## config.mk

```make
export PLATFORM = sky130hd
export DESIGN_NAME = fp_cmp_resp_flat
export DESIGN_NICKNAME = d
export VERILOG_FILES = /design/src/rtl/fp_cmp_resp_if.sv /design/src/rtl/fp_cmp_resp.sv /design/src/flat_wrapper.sv
export SDC_FILE = /design/constraint.sdc
export NUM_CORES = 1
export LEC_CHECK = 0
export CORE_MARGIN = 2
export CORE_UTILIZATION = 40
export DETAILED_ROUTE_END_ITERATION = 8
export SETUP_SLACK_MARGIN = 0.3
export SLEW_MARGIN = 0
export SYNTH_ARGS = -nofsm -noshare
export SYNTH_HDL_FRONTEND = slang
export SYNTH_SLANG_ARGS = --single-unit
export TNS_END_PERCENT = 1
```

## constraint.sdc

```tcl
create_clock -name clock -period 9.2 [get_ports clock]
set_input_delay 1.84 -clock clock [delete_from_list [all_inputs] [get_ports clock]]
set_output_delay 1.84 -clock clock [all_outputs]
set_load 0.05 [all_outputs]
```

## src/rtl/fp_cmp_resp_if.sv

```systemverilog
// Request/response bundle for the fixed-latency FP sign-inject / min-max / compare unit.
// Handshake: a request is taken on every rising clock edge where enable==1 (no backpressure);
// ready pulses for exactly one cycle LATENCY cycles later, and result/flags are 0 whenever ready==0.
interface fp_cmp_resp_if;
   logic        enable;
   logic [31:0] data1;
   logic [31:0] data2;
   logic [1:0]  op_sel;
   logic [2:0]  rm;
   logic [31:0] result;
   logic [4:0]  flags;
   logic        ready;

   modport master (
      output enable, data1, data2, op_sel, rm,
      input  result, flags, ready
   );

   modport slave (
      input  enable, data1, data2, op_sel, rm,
      output result, flags, ready
   );
endinterface

```

## src/rtl/fp_cmp_resp.sv

```systemverilog
// Fixed-latency binary32 sign-inject, min/max and compare unit (RISC-V F semantics).
// Operands are captured on enable, evaluated in one stage, then delayed through a valid-tagged pipe.
module fp_cmp_resp #(
   parameter int LATENCY = 3
) (
   input  logic         clock,
   input  logic         reset,
   fp_cmp_resp_if.slave bus
);

   localparam logic [1:0]  OP_SGNJ   = 2'd0;
   localparam logic [1:0]  OP_MINMAX = 2'd1;
   localparam logic [1:0]  OP_CMP    = 2'd2;
   localparam logic [31:0] QNAN      = 32'h7FC0_0000;
   localparam logic [4:0]  FLAG_NV   = 5'h10;

   // ---------------------------------------------------------------
   // Operand capture stage
   // ---------------------------------------------------------------
   logic        vld0_q, vld0_d;
   logic [31:0] a_q, a_d;
   logic [31:0] b_q, b_d;
   logic [1:0]  op_q, op_d;
   logic [2:0]  rm_q, rm_d;

   always_comb begin
      vld0_d = bus.enable;
      a_d    = a_q;
      b_d    = b_q;
      op_d   = op_q;
      rm_d   = rm_q;
      if (bus.enable) begin
         a_d  = bus.data1;
         b_d  = bus.data2;
         op_d = bus.op_sel;
         rm_d = bus.rm;
      end
   end

   always_ff @(posedge clock or negedge reset) begin
      if (!reset) begin
         vld0_q <= 1'b0;
         a_q    <= '0;
         b_q    <= '0;
         op_q   <= '0;
         rm_q   <= '0;
      end else begin
         vld0_q <= vld0_d;
         a_q    <= a_d;
         b_q    <= b_d;
         op_q   <= op_d;
         rm_q   <= rm_d;
      end
   end

   // ---------------------------------------------------------------
   // Operand classification and ordering
   // ---------------------------------------------------------------
   logic a_s, b_s;
   logic a_nan, b_nan, a_snan, b_snan;
   logic nan_any, snan_any;
   logic both_zero, mag_lt, mag_eq, mag_gt;
   logic ord_lt, ord_eq, mm_lt;

   assign a_s      = a_q[31];
   assign b_s      = b_q[31];
   assign a_nan    = (&a_q[30:23]) & (|a_q[22:0]);
   assign b_nan    = (&b_q[30:23]) & (|b_q[22:0]);
   assign a_snan   = a_nan & ~a_q[22];
   assign b_snan   = b_nan & ~b_q[22];
   assign nan_any  = a_nan | b_nan;
   assign snan_any = a_snan | b_snan;

   assign both_zero = ~(|a_q[30:0]) & ~(|b_q[30:0]);
   assign mag_lt    = a_q[30:0] < b_q[30:0];
   assign mag_eq    = a_q[30:0] == b_q[30:0];
   assign mag_gt    = ~mag_lt & ~mag_eq;

   // Sign-magnitude order; for negatives a larger magnitude is the smaller value.
   always_comb begin
      ord_lt = 1'b0;
      if (a_s != b_s) begin
         ord_lt = a_s & ~both_zero;
      end else if (!a_s) begin
         ord_lt = mag_lt;
      end else begin
         ord_lt = mag_gt;
      end
   end

   assign ord_eq = (a_q == b_q) | both_zero;

   // min/max treats -0 as strictly below +0, so a sign difference alone decides.
   assign mm_lt = (a_s != b_s) ? a_s : (a_s ? mag_gt : mag_lt);

   // ---------------------------------------------------------------
   // Operation evaluation
   // ---------------------------------------------------------------
   logic [31:0] res_d;
   logic [4:0]  flg_d;

   always_comb begin
      res_d = '0;
      flg_d = '0;
      unique case (op_q)
         OP_SGNJ: begin
            unique case (rm_q)
               3'd0:    res_d = {b_s, a_q[30:0]};
               3'd1:    res_d = {~b_s, a_q[30:0]};
               3'd2:    res_d = {a_s ^ b_s, a_q[30:0]};
               default: flg_d = FLAG_NV;
            endcase
         end
         OP_MINMAX: begin
            if (rm_q == 3'd0 || rm_q == 3'd1) begin
               flg_d = snan_any ? FLAG_NV : 5'h00;
               if (a_nan && b_nan) begin
                  res_d = QNAN;
               end else if (a_nan) begin
                  res_d = b_q;
               end else if (b_nan) begin
                  res_d = a_q;
               end else if (rm_q == 3'd0) begin
                  res_d = mm_lt ? a_q : b_q;
               end else begin
                  res_d = mm_lt ? b_q : a_q;
               end
            end else begin
               flg_d = FLAG_NV;
            end
         end
         OP_CMP: begin
            unique case (rm_q)
               3'd0: begin
                  res_d = {31'd0, ~nan_any & (ord_lt | ord_eq)};
                  flg_d = nan_any ? FLAG_NV : 5'h00;
               end
               3'd1: begin
                  res_d = {31'd0, ~nan_any & ord_lt};
                  flg_d = nan_any ? FLAG_NV : 5'h00;
               end
               3'd2: begin
                  // Quiet equality: only signalling NaNs are invalid.
                  res_d = {31'd0, ~nan_any & ord_eq};
                  flg_d = snan_any ? FLAG_NV : 5'h00;
               end
               default: flg_d = FLAG_NV;
            endcase
         end
         default: flg_d = FLAG_NV;
      endcase
      if (!vld0_q) begin
         res_d = '0;
         flg_d = '0;
      end
   end

   // ---------------------------------------------------------------
   // Response delay pipe; empty slots carry zero payload
   // ---------------------------------------------------------------
   logic        vld_q [LATENCY];
   logic [31:0] res_q [LATENCY];
   logic [4:0]  flg_q [LATENCY];

   always_ff @(posedge clock or negedge reset) begin
      if (!reset) begin
         for (int i = 0; i < LATENCY; i++) begin
            vld_q[i] <= 1'b0;
            res_q[i] <= '0;
            flg_q[i] <= '0;
         end
      end else begin
         vld_q[0] <= vld0_q;
         res_q[0] <= res_d;
         flg_q[0] <= flg_d;
         for (int i = 1; i < LATENCY; i++) begin
            vld_q[i] <= vld_q[i-1];
            res_q[i] <= res_q[i-1];
            flg_q[i] <= flg_q[i-1];
         end
      end
   end

   assign bus.ready  = vld_q[LATENCY-1];
   assign bus.result = res_q[LATENCY-1];
   assign bus.flags  = flg_q[LATENCY-1];

endmodule

```

## src/flat_wrapper.sv

```systemverilog
// flat-port wrapper written by rule: the top's interface ports become plain ports
module fp_cmp_resp_flat 
#(
   parameter int LATENCY = 3
)
  (clock, reset, bus_enable, bus_data1, bus_data2, bus_op_sel, bus_rm, bus_result, bus_flags, bus_ready);
  fp_cmp_resp_if bus_i ();
  input  logic clock;
  input  logic reset;
  input wire logic [$bits(bus_i.enable)-1:0] bus_enable;
  input wire logic [$bits(bus_i.data1)-1:0] bus_data1;
  input wire logic [$bits(bus_i.data2)-1:0] bus_data2;
  input wire logic [$bits(bus_i.op_sel)-1:0] bus_op_sel;
  input wire logic [$bits(bus_i.rm)-1:0] bus_rm;
  output wire logic [$bits(bus_i.result)-1:0] bus_result;
  output wire logic [$bits(bus_i.flags)-1:0] bus_flags;
  output wire logic [$bits(bus_i.ready)-1:0] bus_ready;
  assign bus_i.enable = bus_enable;
  assign bus_i.data1 = bus_data1;
  assign bus_i.data2 = bus_data2;
  assign bus_i.op_sel = bus_op_sel;
  assign bus_i.rm = bus_rm;
  assign bus_result = bus_i.result;
  assign bus_flags = bus_i.flags;
  assign bus_ready = bus_i.ready;
  fp_cmp_resp #(.LATENCY(LATENCY)) u_core (.clock(clock), .reset(reset), .bus(bus_i));
endmodule
```

==> flow_summary.json <==
{
  "ant_nets": 0,
  "place_ws_ns": 5.55,
  "drtIter0Drc": 312,
  "h-tree-depth": 4,
  "gp_congestion": 0.822,
  "post_cts_buffers": 0,
  "r2r-end": "u_core.res_q[88]$_DFF_PN0_",
  "cts.sinks": 172,
  "power_leakage_nw": 3.89,
  "critPathCapture": "u_core.res_q[88]$_DFF_PN0_",
  "rsz0062_at_grt": "no",
  "n_fill_cell": 1514,
  "crit_chain": "inv_1, ha_1, a21oi_1, o21ai_0, a2111oi_0, o21ai_0, a221oi_2, mux2i_2, mux2_2, nand2_2, a22o_1",
  "syn2layout_area_growth_pct": 22.2,
  "clk_pin_slew_worst_paths_ns": 0.06,
  "cts.repair.resized": 0,
  "max_stage_delay_ns": 0.52,
  "cp.arrival_ns": 3.95,
  "netlist_instances": 563,
  "final-hold-violation-count": 0,
  "p_per_area_nw_per_um2": 206,
  "cap_violations": 0,
  "drc": 0,
  "synth_area_leaders": "dfrtp_1 62%, mux2_2 6.0%, ha_1 5.9%",
  "core_area_um2": 17200,
  "numCtsBuffers": 17,
  "synth_top_area_share_pct": 61.7,
  "hold_buffers": 0,
  "dieHeight_um": 136,
  "required_ns": 9.55,
  "finalMaxSlewViolations": 0,
  "clk_latency_ns": 0.42,
  "synth.distinct_cells": 46,
  "setup_violations": 0,
  "yosysTopAreaCell": "dfrtp_1",
  "critPathCaptureType": "register",
  "crit_fanout": 30,
  "fin_nets": 739,
  "routedWlPerCell_um": 16.5,
  "startpoint": "u_core.b_q[22]$_DFFE_PN0P_",
  "fin_ws_ns": 5.60,
  "crit_slowest_cell": "nand2_2",
  "reg2reg_depth": 11,
  "grt_pass1_vias": 4467,
  "finalCritPeriodShare_pct": 39.2,
  "cts_buffer_depth": 2,
  "reg2reg_slack_ns": 5.60,
  "drt_pass1_iterations": 5,
  "fin_tns_setup_ns": 0,
  "r2r_start": "u_core.b_q[22]$_DFFE_PN0P_",
  "portBuffers": 105,
  "dpl.hpwl_um": 9960,
  "finalInstanceArea_um2": 8530,
  "grt-ovfl-total": 0,
  "grt_max_degree": 103,
  "min_period_ns": 3.60,
  "synth_seq_area_share_pct": 61.7,
  "antenna_found_initial": 0,
  "criticalPathCategory": "reg -> reg",
  "vias": 4389,
  "totalPowerFinal_mw": 1.76,
  "drive_gt1_share_pct": 11.9,
  "ys_warn_count": 0,
  "crit_path_start_kind": "register",
  "core.rowCount": 48,
  "grt_use_total_pct": 16.7,
  "die_area_um2": 18500,
  "diodes": 0,
  "placed_area_um2": 7960,
  "cts_tree": "built",
  "crit_top_cell": "o21ai_0",
  "worst_pin_slew_ns": 1.14,
  "fmaxAchievable_mhz": 278,
  "vias_per_cell": 5.04,
  "avgSynthCellArea_um2": 12.4,
  "status": "complete, no violations",
  "ir_drop_mv": 0.128,
  "grt_pass1_wl_um": 23500,
  "fin_skew_ns": 0.00689,
  "hold_path_class": "reg -> reg",
  "pin_count": 110,
  "floorplan.initialDensity_pct": 40.6,
  "wirelength_um": 14400,
  "die_w_um": 136,
  "syn-cell-area_um2": 6980,
  "clockRootBuffer": "clkbuf_16",
  "ys_ff_latch": 172,
  "max_slew_margin_pct": 23.1
}
==> cells by family after synthesis <==
group                      after synthesis  synth area share, %
AOI/OAI and AO/OA                      104                 9.91
xor gates and xnor gates                 3                0.484
adders and majority gates               33                 5.92
buffers and inverters                   93                 7.35
DFF                                    172                 61.7
muxes                                   38                 6.17
other                                    1               0.0537
and+or+nand+nor                        119                 8.44
==> metal layers <==
layer | wire (µm) | vias up | GRT usage [%]
li1 | - | 2076 | -
met1 | 6670 | 2165 | 23.5
met2 | 6790 | 129 | 25.5
met3 | 729 | 19 | 3.73
met4 | 233 | 0 | 6.13
met5 | 0 | - | 0
==> cells in the mapped netlist, drive strengths merged <==
cell	n
a2111oi	1
a22o	31
o22ai	2
nor3	6
nor4	16
nor4b	1
or4	1
buf	45
xnor2	2
o21bai	1
nand2	48
mux2i	1
o221ai	1
and2	1
o311a	1
and3	1
inv	34
xor2	1
dfrtp	172
a21oi	16
a221oi	1
o21ai	40
or3	2
nor3b	1
nand2b	1
nand3b	1
nor2b	2
o211a	1
clkbuf	14
a21boi	1
nand4	18
a22oi	1
o211ai	1
mux2	37
a211oi	5
nor2	12
conb	1
nand3	7
and4	1
o31ai	1
ha	33
==> report_power, final <==
group | total [mW] | switching [mW] | leakage [nW] | internal, mW
registers | 0.852 | 0.0437 | 2.23 | 0.808
clock network | 0.681 | 0.293 | 0.269 | 0.387
logic | 0.224 | 0.124 | 1.39 | 0.0998
==> worst min-delay path by stage <==
stage                                          start                         endpoint  slack [ns]  depth (start not counted)
after floorplan            u_core.flg_q[9]$_DFF_PN0_    u_core.bus.flags[4]$_DFF_PN0_        0.33                          0
after global placement    u_core.res_q[50]$_DFF_PN0_  u_core.bus.result[18]$_DFF_PN0_        0.33                          0
after detailed placement   u_core.vld_q[1]$_DFF_PN0_       u_core.bus.ready$_DFF_PN0_        0.33                          0
after CTS                 u_core.res_q[80]$_DFF_PN0_       u_core.res_q[48]$_DFF_PN0_        0.34                          0
after global routing      u_core.res_q[81]$_DFF_PN0_       u_core.res_q[49]$_DFF_PN0_        0.35                          0
final                     u_core.res_q[79]$_DFF_PN0_       u_core.res_q[47]$_DFF_PN0_        0.34                          0
==> final cells by class <==
cell class	instances	area [µm²]	area share, %
multi-input cells	301	2170	25.5
well taps	225	282	3.30
clock buffers	19	453	5.31
clock inverters	12	116	1.36
repair buffers	108	1070	12.5
flip-flops and latches	172	4300	50.5
inverters	34	128	1.50
==> sequential cells by signal, indices dropped and copies added, names as in the netlist <==
name and cells:
u_core.a_q 32, u_core.bus.flags 1, u_core.rm_q 3, u_core.bus.ready 1
u_core.res_q 64, u_core.op_q 2, u_core.vld_q 2, u_core.vld0_q 1
u_core.b_q 32, u_core.flg_q 2, u_core.bus.result 32
==> placed cells by master (no fill, tap or decap), drive strengths merged, types with 2 or more instances in the layout <==
| master | n |
|---|---|
| clkbuf | 19 |
| a22o | 31 |
| inv | 35 |
| nor2 | 12 |
| buf | 5 |
| dfrtp | 172 |
| a211oi | 5 |
| xnor2 | 2 |
| mux2 | 37 |
| nor2b | 2 |
| nand4 | 18 |
| clkinvlp | 4 |
| conb | 4 |
| clkinv | 6 |
| a21oi | 16 |
| ha | 33 |
| nand3 | 7 |
| o21ai | 40 |
| nor3 | 6 |
| or3 | 2 |
| clkdlybuf4s50 | 103 |
| nand2 | 48 |
| nor4 | 16 |
| o22ai | 2 |
==> per-stage QoR <==
| stage | hold WS (ns) | utilization [%] | std cells |
|---|---|---|---|
| after floorplan | 0.331 | - | 566 |
| after global placement | 0.331 | 46.3 | 840 |
| after detailed placement | 0.335 | 46.3 | 840 |
| after CTS | 0.344 | 49.6 | 871 |
| after global routing | 0.351 | 49.6 | 871 |
| final | 0.344 | 49.6 | 871 |
==> worst max-delay path: cells and delay by family (launching register included) <==
family,cells,cell delay [ns]
adders and majority gates,1,0.33
buffers and inverters,1,0.09
muxes,2,0.89
AOI/OAI and AO/OA,6,1.32
and+or+nand+nor,1,0.52
DFF,1,0.38
No activity file was read; power rests on OpenSTA's default activity.
